<file path="config.mk">
export PLATFORM = sky130hd
export DESIGN_NAME = adder_tree_acc
export DESIGN_NICKNAME = d
export VERILOG_FILES = /design/src/rtl/adder_tree_pkg.sv /design/src/rtl/adder_tree_level.sv /design/src/rtl/adder_tree_acc.sv
export SDC_FILE = /design/constraint.sdc
export NUM_CORES = 1
export LEC_CHECK = 0
export CELL_PAD_IN_SITES_DETAIL_PLACEMENT = 1
export CELL_PAD_IN_SITES_GLOBAL_PLACEMENT = 1
export CORE_AREA = 8 8 171 173
export DETAILED_ROUTE_END_ITERATION = 10
export DIE_AREA = 0 0 179 181
export PLACE_DENSITY_LB_ADDON = 0.2
export SLEW_MARGIN = 20
export SYNTH_ARGS = -nofsm -noshare
export SYNTH_HDL_FRONTEND = slang
export SYNTH_HIERARCHICAL = 1
export SYNTH_SLANG_ARGS = --single-unit
</file>
<file path="constraint.sdc">
create_clock -name clk -period 3.59 [get_ports clk]
set_input_delay 0.5385 -clock clk [delete_from_list [all_inputs] [get_ports clk]]
set_output_delay 0.5385 -clock clk [all_outputs]
set_load 0.05 [all_outputs]
</file>
<file path="src/rtl/adder_tree_pkg.sv">
// Shared helpers for the pipelined adder tree: width math and accumulator clamping.
package adder_tree_pkg;

  localparam int CLAMP_W = 64;

  typedef struct packed {
    logic               sat;
    logic [CLAMP_W-1:0] val;
  } clamp_t;

  function automatic int clog2(input int n);
    int r;
    r = 0;
    for (int i = 0; i < 31; i++)
      if ((1 << i) < n) r = i + 1;
    return r;
  endfunction

  function automatic int tree_bits(input int in_bits, input int n);
    return in_bits + clog2(n);
  endfunction

  // value arrives already sign/zero-extended to CLAMP_W; bits must stay below CLAMP_W-1
  function automatic clamp_t sat_clamp(input logic signed [CLAMP_W-1:0] value,
                                       input int bits, input bit sgn);
    logic signed [CLAMP_W-1:0] hi, lo;
    clamp_t r;
    if (sgn) begin
      hi = (64'sd1 <<< (bits - 1)) - 64'sd1;
      lo = -(64'sd1 <<< (bits - 1));
    end else begin
      hi = (64'sd1 <<< bits) - 64'sd1;
      lo = 64'sd0;
    end
    r.sat = 1'b0;
    r.val = value;
    if (value > hi) begin
      r.val = hi;
      r.sat = 1'b1;
    end else if (value < lo) begin
      r.val = lo;
      r.sat = 1'b1;
    end
    return r;
  endfunction

endpackage

</file>
<file path="src/rtl/adder_tree_level.sv">
// One registered pairwise-add level; each sum grows by one bit so nothing overflows.
module adder_tree_level
  import adder_tree_pkg::*;
#(
  parameter int N_PAIRS = 1,
  parameter int W       = 13,
  parameter bit SIGNED  = 1'b1
) (
  input  logic                          clk,
  input  logic                          reset,
  input  logic                          i_en,
  input  logic [2*N_PAIRS-1:0][W-1:0]   i_data,
  output logic [N_PAIRS-1:0][W:0]       o_data
);

  logic [N_PAIRS-1:0][W:0] r_sum;

  // Loading only on valid beats keeps the last sum parked through bubbles.
  always_ff @(posedge clk or negedge reset) begin
    if (!reset) begin
      r_sum <= '0;
    end else if (i_en) begin
      for (int p = 0; p < N_PAIRS; p++)
        r_sum[p] <= {SIGNED & i_data[2*p][W-1], i_data[2*p]} +
                    {SIGNED & i_data[2*p+1][W-1], i_data[2*p+1]};
    end
  end

  assign o_data = r_sum;

endmodule

</file>
<file path="src/rtl/adder_tree_acc.sv">
// Pipelined N-input adder tree with optional saturating per-frame accumulation.
module adder_tree_acc
  import adder_tree_pkg::*;
#(
  parameter int  N_IN      = 8,
  parameter int  IN_BITS   = 13,
  parameter bit  SIGNED    = 1'b1,
  parameter bit  ACC_EN    = 1'b1,
  parameter int  ACC_BITS  = IN_BITS + clog2(N_IN) + 4,
  parameter bit  SAT_EN    = 1'b1,
  localparam int LEVELS    = clog2(N_IN),
  localparam int TREE_BITS = tree_bits(IN_BITS, N_IN),
  localparam int OUT_BITS  = ACC_EN ? ACC_BITS : TREE_BITS
) (
  input  logic                    clk,
  input  logic                    reset,
  input  logic                    in_valid,
  input  logic [N_IN*IN_BITS-1:0] in_data,
  input  logic                    in_first,
  input  logic                    in_last,
  output logic                    out_valid,
  output logic [OUT_BITS-1:0]     out_data,
  output logic                    out_sat
);

  logic [LEVELS-1:0]    r_vld;
  logic [TREE_BITS-1:0] w_tree;

  always_ff @(posedge clk or negedge reset) begin
    if (!reset) begin
      r_vld <= '0;
    end else begin
      r_vld[0] <= in_valid;
      for (int i = 1; i < LEVELS; i++) r_vld[i] <= r_vld[i-1];
    end
  end

  for (genvar l = 1; l <= LEVELS; l++) begin : g_lvl
    localparam int NP = N_IN >> l;
    localparam int WI = IN_BITS + l - 1;
    logic [2*NP-1:0][WI-1:0] w_in;
    logic [NP-1:0][WI:0]     w_out;
    logic                    w_en;
    if (l == 1) begin : g_src
      assign w_in = in_data;
      assign w_en = in_valid;
    end else begin : g_src
      assign w_in = g_lvl[l-1].w_out;
      assign w_en = r_vld[l-2];
    end
    adder_tree_level #(.N_PAIRS(NP), .W(WI), .SIGNED(SIGNED)) u_lvl (
      .clk    (clk),
      .reset  (reset),
      .i_en   (w_en),
      .i_data (w_in),
      .o_data (w_out)
    );
  end

  assign w_tree = g_lvl[LEVELS].w_out;

  if (ACC_EN) begin : g_acc
    logic [LEVELS-1:0]           r_first, r_last;
    logic [ACC_BITS-1:0]         r_acc, r_out;
    logic                        r_sticky, r_out_vld, r_out_sat;
    logic [ACC_BITS-1:0]         w_base, w_next;
    logic [ACC_BITS:0]           w_raw;
    logic signed [CLAMP_W-1:0]   w_raw64;
    logic                        w_sat, w_sticky;
    clamp_t                      w_clamp;

    // One spare bit on the add means the true sum is always visible to the clamp.
    always_comb begin
      w_base  = r_first[LEVELS-1] ? '0 : r_acc;
      w_raw   = {SIGNED & w_base[ACC_BITS-1], w_base} +
                {{(ACC_BITS+1-TREE_BITS){SIGNED & w_tree[TREE_BITS-1]}}, w_tree};
      w_raw64 = {{(CLAMP_W-1-ACC_BITS){SIGNED & w_raw[ACC_BITS]}}, w_raw};
      w_clamp = sat_clamp(w_raw64, ACC_BITS, SIGNED);
      if (SAT_EN) begin
        w_next = w_clamp.val[ACC_BITS-1:0];
        w_sat  = w_clamp.sat;
      end else begin
        w_next = w_raw[ACC_BITS-1:0];
        w_sat  = 1'b0;
      end
      w_sticky = (~r_first[LEVELS-1] & r_sticky) | w_sat;
    end

    always_ff @(posedge clk or negedge reset) begin
      if (!reset) begin
        r_first   <= '0;
        r_last    <= '0;
        r_acc     <= '0;
        r_sticky  <= 1'b0;
        r_out     <= '0;
        r_out_vld <= 1'b0;
        r_out_sat <= 1'b0;
      end else begin
        r_first[0] <= in_first;
        r_last[0]  <= in_last;
        for (int i = 1; i < LEVELS; i++) begin
          r_first[i] <= r_first[i-1];
          r_last[i]  <= r_last[i-1];
        end
        r_out_vld <= 1'b0;
        if (r_vld[LEVELS-1]) begin
          if (r_last[LEVELS-1]) begin
            r_out_vld <= 1'b1;
            r_out     <= w_next;
            r_out_sat <= w_sticky;
            r_acc     <= '0;
            r_sticky  <= 1'b0;
          end else begin
            r_acc    <= w_next;
            r_sticky <= w_sticky;
          end
        end
      end
    end

    assign out_valid = r_out_vld;
    assign out_data  = r_out;
    assign out_sat   = r_out_sat;
  end else begin : g_tree
    assign out_valid = r_vld[LEVELS-1];
    assign out_data  = w_tree;
    assign out_sat   = 1'b0;
  end

endmodule

</file>
# Word level (Yosys, flattened, before mapping)

Index checks and enable logic that the tools add are counted.
W data, S select, Z words.

Memories: 0
Output and inout port bits: 22
Latch bits: 0
ROM bits: 0
Logic and storage cells: 36
Bits of input ports: 109
Register bits: 154
Memory bits (writable): 0

Equality and inequality tests: 0
Add/sub/neg operators: 8
Bitwise logic cells: 3
Reduce and logical (&&, ||, !) cells: 1
Div/mod/pow operators: 0
Mux-type cells: 7
Magnitude comparators: 2
Shift operators: 0
Multipliers: 0

Operator list:

| cell                   | count |
|---|---|
| $mux W65               | 2 |
| $add A13 B13 Y14       | 4 |
| $mux W20               | 2 |
| $add A14 B14 Y15       | 2 |
| $add A20 B16 Y21       | 1 |
| $gt A21 B20 Y1 const B | 1 |
| $lt A21 B20 Y1 const B | 1 |
| $add A15 B15 Y16       | 1 |
| $mux W1                | 3 |
| $reduce_and A2 Y1      | 1 |
| $and A1 B1 Y1          | 1 |
| $not A1 Y1             | 1 |
| $or A1 B1 Y1           | 1 |

# Logic depth before layout (Yosys ltp)

Word-level depth: 7
Gate-level depth with buffers: 15

# Hierarchy

The synthesis kept the hierarchy.

Modules (own cells, without submodules):

| module                             | times used | area an instance (µm²) | sequential area each (µm²) | cells an instance |
|---|---|---|---|---|
| adder_tree_level at g_lvl[1].u_lvl | 1          | 4533.1                 | 1401.3                     | 496 |
| adder_tree_acc                     | 1          | 3041.7                 | 1301.2                     | 338 |
| adder_tree_level at g_lvl[2].u_lvl | 1          | 2536.2                 | 750.7                      | 279 |
| adder_tree_level at g_lvl[3].u_lvl | 1          | 1355.0                 | 400.4                      | 153 |

# Worst setup path before layout

Ideal clock, no wire load.

Path type: register -> register
From: register g_acc.r_first[2]
To: register g_acc.r_acc[8]
Clock period less this slack: 2.892 ns
Slack: 0.698 ns
Required time: 3.449 ns
Data arrival time: 2.751 ns
Stages on the path, launching flop included: 15
Library setup time: 0.141 ns
Cells stage by stage: dfrtp_1 clkbuf_1 clkbuf_1 nor2_1 ha_1 a21o_1 a21o_1 a21oi_1 a31oi_1 o21ai_0 mux2i_1 buf_4 buf_12 a21oi_2 o22ai_1

Word-level cells in the longest chain between the ends: 6

Ends and longest elaborated chain:

| element                           | line                  | text |
|---|---|---|
| from (decl)                       | adder_tree_acc.sv:63  | `logic [LEVELS-1:0] r_first, r_last;` |
| from (signal, indexed assignment) | adder_tree_acc.sv:102 | `r_first[i] <= r_first[i-1];` |
| $mux W20 (*)                      | adder_tree_acc.sv:74  | `w_base = r_first[LEVELS-1] ? '0 : r_acc;` |
| $add A20 B16 Y21 (*)              | adder_tree_acc.sv:75  | `w_raw = {SIGNED & w_base[ACC_BITS-1], w_base} +` |
| $lt A21 B20 Y1                    | adder_tree_pkg.sv:40  | `end else if (value < lo) begin` |
| $mux W65                          | adder_tree_pkg.sv:40  |  |
| $mux W65 (*)                      | adder_tree_pkg.sv:37  | `if (value > hi) begin` |
| $mux W20 (*)                      | adder_tree_acc.sv:107 | `if (r_last[LEVELS-1]) begin` |
| to (signal assigned)              | adder_tree_acc.sv:114 | `r_acc <= w_next;` |
| to (decl)                         | adder_tree_acc.sv:64  | `logic [ACC_BITS-1:0] r_acc, r_out;` |

Mark *: on every way between the ends. The rest lies on a longest branch, timed or not.
A chain may end at the register's enable or synchronous reset.

# Worst setup path after layout

From: register g_acc.r_first[2]
To: register g_acc.r_sticky

Word-level cells in the longest chain between the ends: 7

Ends and longest elaborated chain:

| element              | line                  | text |
|---|---|---|
| $mux W20             | adder_tree_acc.sv:74  |  |
| $add A20 B16 Y21     | adder_tree_acc.sv:75  |  |
| $lt A21 B20 Y1       | adder_tree_pkg.sv:40  |  |
| $mux W65             | adder_tree_pkg.sv:40  |  |
| $mux W65             | adder_tree_pkg.sv:37  |  |
| $or A1 B1 Y1 (*)     | adder_tree_acc.sv:86  | `w_sticky = (~r_first[LEVELS-1] & r_sticky) \| w_sat;` |
| $mux W1 (*)          | adder_tree_acc.sv:107 |  |
| to (signal assigned) | adder_tree_acc.sv:115 | `r_sticky <= w_sticky;` |
| to (decl)            | adder_tree_acc.sv:65  | `logic r_sticky, r_out_vld, r_out_sat;` |

Marks and branches as above.

==> Implementation_results.wiki <==
{| class="wikitable"
! Metric !! Value
|-
| Vias in the first global route || ~11,000
|-
| Required time at the endpoint of the critical path || around 3.9 ns
|-
| Die height || 181 um
|-
| Status || finished, final reports clean
|-
| Number of hold violations in the final report || 0
|-
| Area growth, synth to finish || 18.8%
|-
| First-pass iteration count of the detailed router || 4
|-
| Cell total after placement || approximately 1,700
|-
| X dimension of the die || 179 um
|-
| Post-layout net count || 1,612
|-
| Clock skew || around 0.0096 ns
|-
| Unrepaired setup endpoints after global routing || no
|-
| Post-CTS setup buffer count || 0
|-
| Synthesized area per cell || about 9.1 um^2
|-
| Transition at the pin with the smallest max-transition slack || roughly 0.9 ns
|-
| Via count || roughly 10,000
|-
| Flip-flop and latch count after synthesis || ~150
|-
| Placement Rows || 60
|-
| Top achievable clock speed || 323 MHz
|-
| Number of buffers inserted by port buffering || 130
|-
| Asr flop ratio synth || 1.00
|-
| Maximum net fanout on the critical path || 8
|-
| Delay of the slowest critical-path stage || approximately 0.45 ns
|-
| Overall power || around 10 mW
|-
| Maximum capacitance violations || 0
|-
| Final critical delay including setup and external delays || ~3.1 ns
|-
| Number of clock buffers inserted by TritonCTS || 17
|-
| Iteration-0 DRC count of the detailed router || around 490
|-
| Total of warnings raised by yosys || 6
|-
| Family of cells with the greatest summed delay on the critical path || compound AO/OA/AOI/OAI gates
|-
| Congestion Overflow GR || 0
|-
| Arrival time of the worst setup path || about 3.4 ns
|-
| Share of layout cells above drive strength 1 || 0.0883
|-
| Total of cells resized after clock tree synthesis || 0
|-
| Net Count, Synth || about 1,500
|-
| Sequential cell area fraction in the yosys report || 0.336
|-
| Routed wire length || about 31,000 um
|-
| Max-slew violation count || 0
|-
| Post-synth EDFFs || 0
|-
| Crit path kind || flop to flop
|-
| Area of the placeable core || approximately 27,000 um^2
|-
| Post-CTS Hold Buffers || 0
|-
| Slowest cell on the critical path || dfrtp_1
|-
| Clock Root Buffer || clkbuf_16
|-
| Maximum root-to-sink buffer count || 2
|-
| Post-CTS clock slew at the launch and capture registers of the worst setup and hold paths || 0.06 ns
|-
| DRC violation count after routing || 0
|-
| First-pass GRT wire length || approximately 53,000 um
|-
| Final cycle utilization of the critical path || 0.862
|-
| Crit. End Element || flop
|-
| Effective utilization at floorplan || 0.433
|-
| Most used flip-flop cell after synthesis || dfrtp_1
|-
| Buffers and inverters on the worst path || 2
|-
| Largest net degree at the start of global routing || between 60 and 70
|-
| Clock tree from TritonCTS || built
|-
| # IOs || 131
|-
| Max-Slew Margin vs Limit || 0.403
|-
| Clock latency at the later pin of the worst-skew pair || around 0.43 ns
|-
| Diode count || 0
|-
| Tightest Hold Check Type || primary input to async pin
|-
| Antenna violations before repair || 0
|-
| Number of distinct library cells after synthesis || between 80 and 90
|-
| RePlAce Congestion || approximately 0.87
|-
| Synth Instances || between 1,000 and 1,500
|-
| Total setup violations reported at the end of the flow || 0
|-
| Antenna violation net count after detailed routing || 0
|-
| Average wire per cell in the routed design || approximately 18 um
|-
| Non-Filler Instances || roughly 1,700
|-
| Final TNS setup || 0 ns
|-
| Most frequent CP cell || o21ai_0
|-
| CTS H-Tree Depth || 4
|-
| P_leak || about 6 nW
|-
| Number of clock sinks || 154
|-
| Startpoint kind of the worst setup timing path || flop
|-
| Gr usage total || 0.199
|-
| Area enclosed by the die boundary || ~32,000 um^2
|-
| Filler Cells Inserted || between 3,000 and 4,000
|-
| Maximum resistive drop on vdd || ~0.46 mV
|-
| Post-DP HPWL || 24,500 um
|-
| Cell chain of the critical path || nor2_1, ha_1, inv_1, fa_1, nand2b_1, a21oi_1, o21ai_0, a31oi_1, o21ai_0, mux2i_2, buf_4, and2b_1, o221ai_1
|-
| Synthesized cell area || 11,500 um^2
|-
| Mean number of vias per cell || between 5 and 6
|-
| Power per cell area || slightly above 700 nW/um^2
|}
[through the flow]
stage	util	cell area (um^2)	hold WS [ns]	worst slack [ns]
floorplan	-	11500	0.243	0.698
global placement	0.492	13000	0.332	0.653
detailed placement	0.492	13000	0.337	0.519
CTS	0.514	13600	0.0957	0.501
global route	0.514	13600	0.112	0.231
finish	0.514	13600	0.0719	0.497
[worst reg2reg max path: cells and delay by family (launching register included)]
family | cells | cell delay, ns
and+or+nand+nor | 3 | 0.54
buffers and inverters | 2 | 0.25
muxes | 1 | 0.19
adders and majority gates | 2 | 0.56
DFF | 1 | 0.45
AOI/OAI and AO/OA | 5 | 1.00
[where the power goes]
group / internal (mW) / switching, mW
combinational: 2.21 / 3.10
clock: 1.06 / 0.732
sequential: 2.33 / 0.408
[layer usage]
metal	part of all wire	wire length, um	global-route usage	up-vias
li1	-	-	-	4926
met1	0.46	14600	0.252	4945
met2	0.49	15400	0.339	164
met3	0.026	817	0.0317	43
met4	0.019	604	0.0602	0
met5	0	0	0	-
[cell usage in the layout (no fill, tap or decap), types with 31 or more instances in the layout]
cell type	Yosys	final
a21o_1	31	31
a21oi_1	103	103
o21ai_0	68	68
mux2_2	34	34
inv_1	76	75
xnor2_1	39	39
nor2_1	104	104
nand2_1	89	89
ha_1	115	115
dfrtp_1	154	154
clkdlybuf4s50_1	0	128
[registers in the layout, indices dropped and copies added, names as in the netlist]
register	flops
g_acc.r_last	3
out_valid	1
out_data	20
g_acc.r_sticky	1
g_lvl.u_lvl/o_data	102
out_sat	1
g_acc.r_first	3
g_acc.r_acc	20
r_vld	3
[final timing paths]
check | startpoint | endpoint | slack (ns) | cells after the start
hold reg to reg | g_acc.r_last[0]$_DFF_PN0_ | g_acc.r_last[1]$_DFF_PN0_ | 0.35 | 0
max in group asynchronous | reset | g_lvl[2].u_lvl/o_data[25]$_DFFE_PN0P_ | 2.65 | 2
min in group clk | g_acc.r_last[0]$_DFF_PN0_ | g_acc.r_last[1]$_DFF_PN0_ | 0.35 | 0
setup / recovery | g_acc.r_first[2]$_DFF_PN0_ | g_acc.r_sticky$_DFFE_PN0P_ | 0.50 | 13
hold / removal | reset | out_data[6]$_DFFE_PN0P_ | 0.07 | 1
setup reg to reg | g_acc.r_first[2]$_DFF_PN0_ | g_acc.r_sticky$_DFFE_PN0P_ | 0.50 | 13
[cell type report]
type,instances,area [um^2],area share
Multi-Input combinational cell,988,7070,0.519
Sequential cell,154,3850,0.283
Timing Repair Buffer,143,1410,0.103
Clock buffer,21,460,0.0338
Tap cell,341,427,0.0313
Inverter,76,285,0.0209
Clock inverter,11,121,0.00891
[synthesized netlist by cell type (all sizes together) (4+ instances only)]
cell type | number | area, um^2
nor2b | 15 | 101
or2 | 7 | 43.8
and2 | 6 | 37.5
nand2 | 91 | 347
fa | 8 | 160
or3 | 8 | 50.1
or4 | 6 | 45.0
clkbuf | 32 | 130
dfrtp | 154 | 3850
o221ai | 9 | 78.8
o211ai | 9 | 72.6
a21boi | 8 | 60.1
nor4 | 5 | 37.5
xnor2 | 39 | 342
nand4 | 21 | 131
nor2 | 104 | 390
o31ai | 10 | 88.8
a21oi | 115 | 621
a211oi | 26 | 220
a41oi | 5 | 43.8
o2111ai | 11 | 96.3
and3 | 7 | 45.1
mux2 | 34 | 383
ha | 115 | 1440
o21ai | 79 | 403
o31a | 8 | 70.1
buf | 16 | 133
xor2 | 4 | 35.0
o21a | 21 | 158
o22ai | 22 | 138
nor3 | 22 | 110
a21o | 31 | 233
o311ai | 10 | 87.6
nand2b | 18 | 113
o21bai | 5 | 37.5
a31oi | 24 | 156
a211o | 5 | 45.0
inv | 76 | 285
nand3 | 30 | 150
mux2i | 6 | 60.1
[cell families (layout without fill, tap and decap cells)]
logic type	after synthesis	after routing	synth area share
fa+ha+maj	123	123	0.139
xor+xnor	43	43	0.0328
mux	40	40	0.0386
simple gates	355	355	0.151
flops	154	154	0.336
buf+inv	124	251	0.0478
compound gates	427	427	0.254
Power figures use the tool's default switching activity.
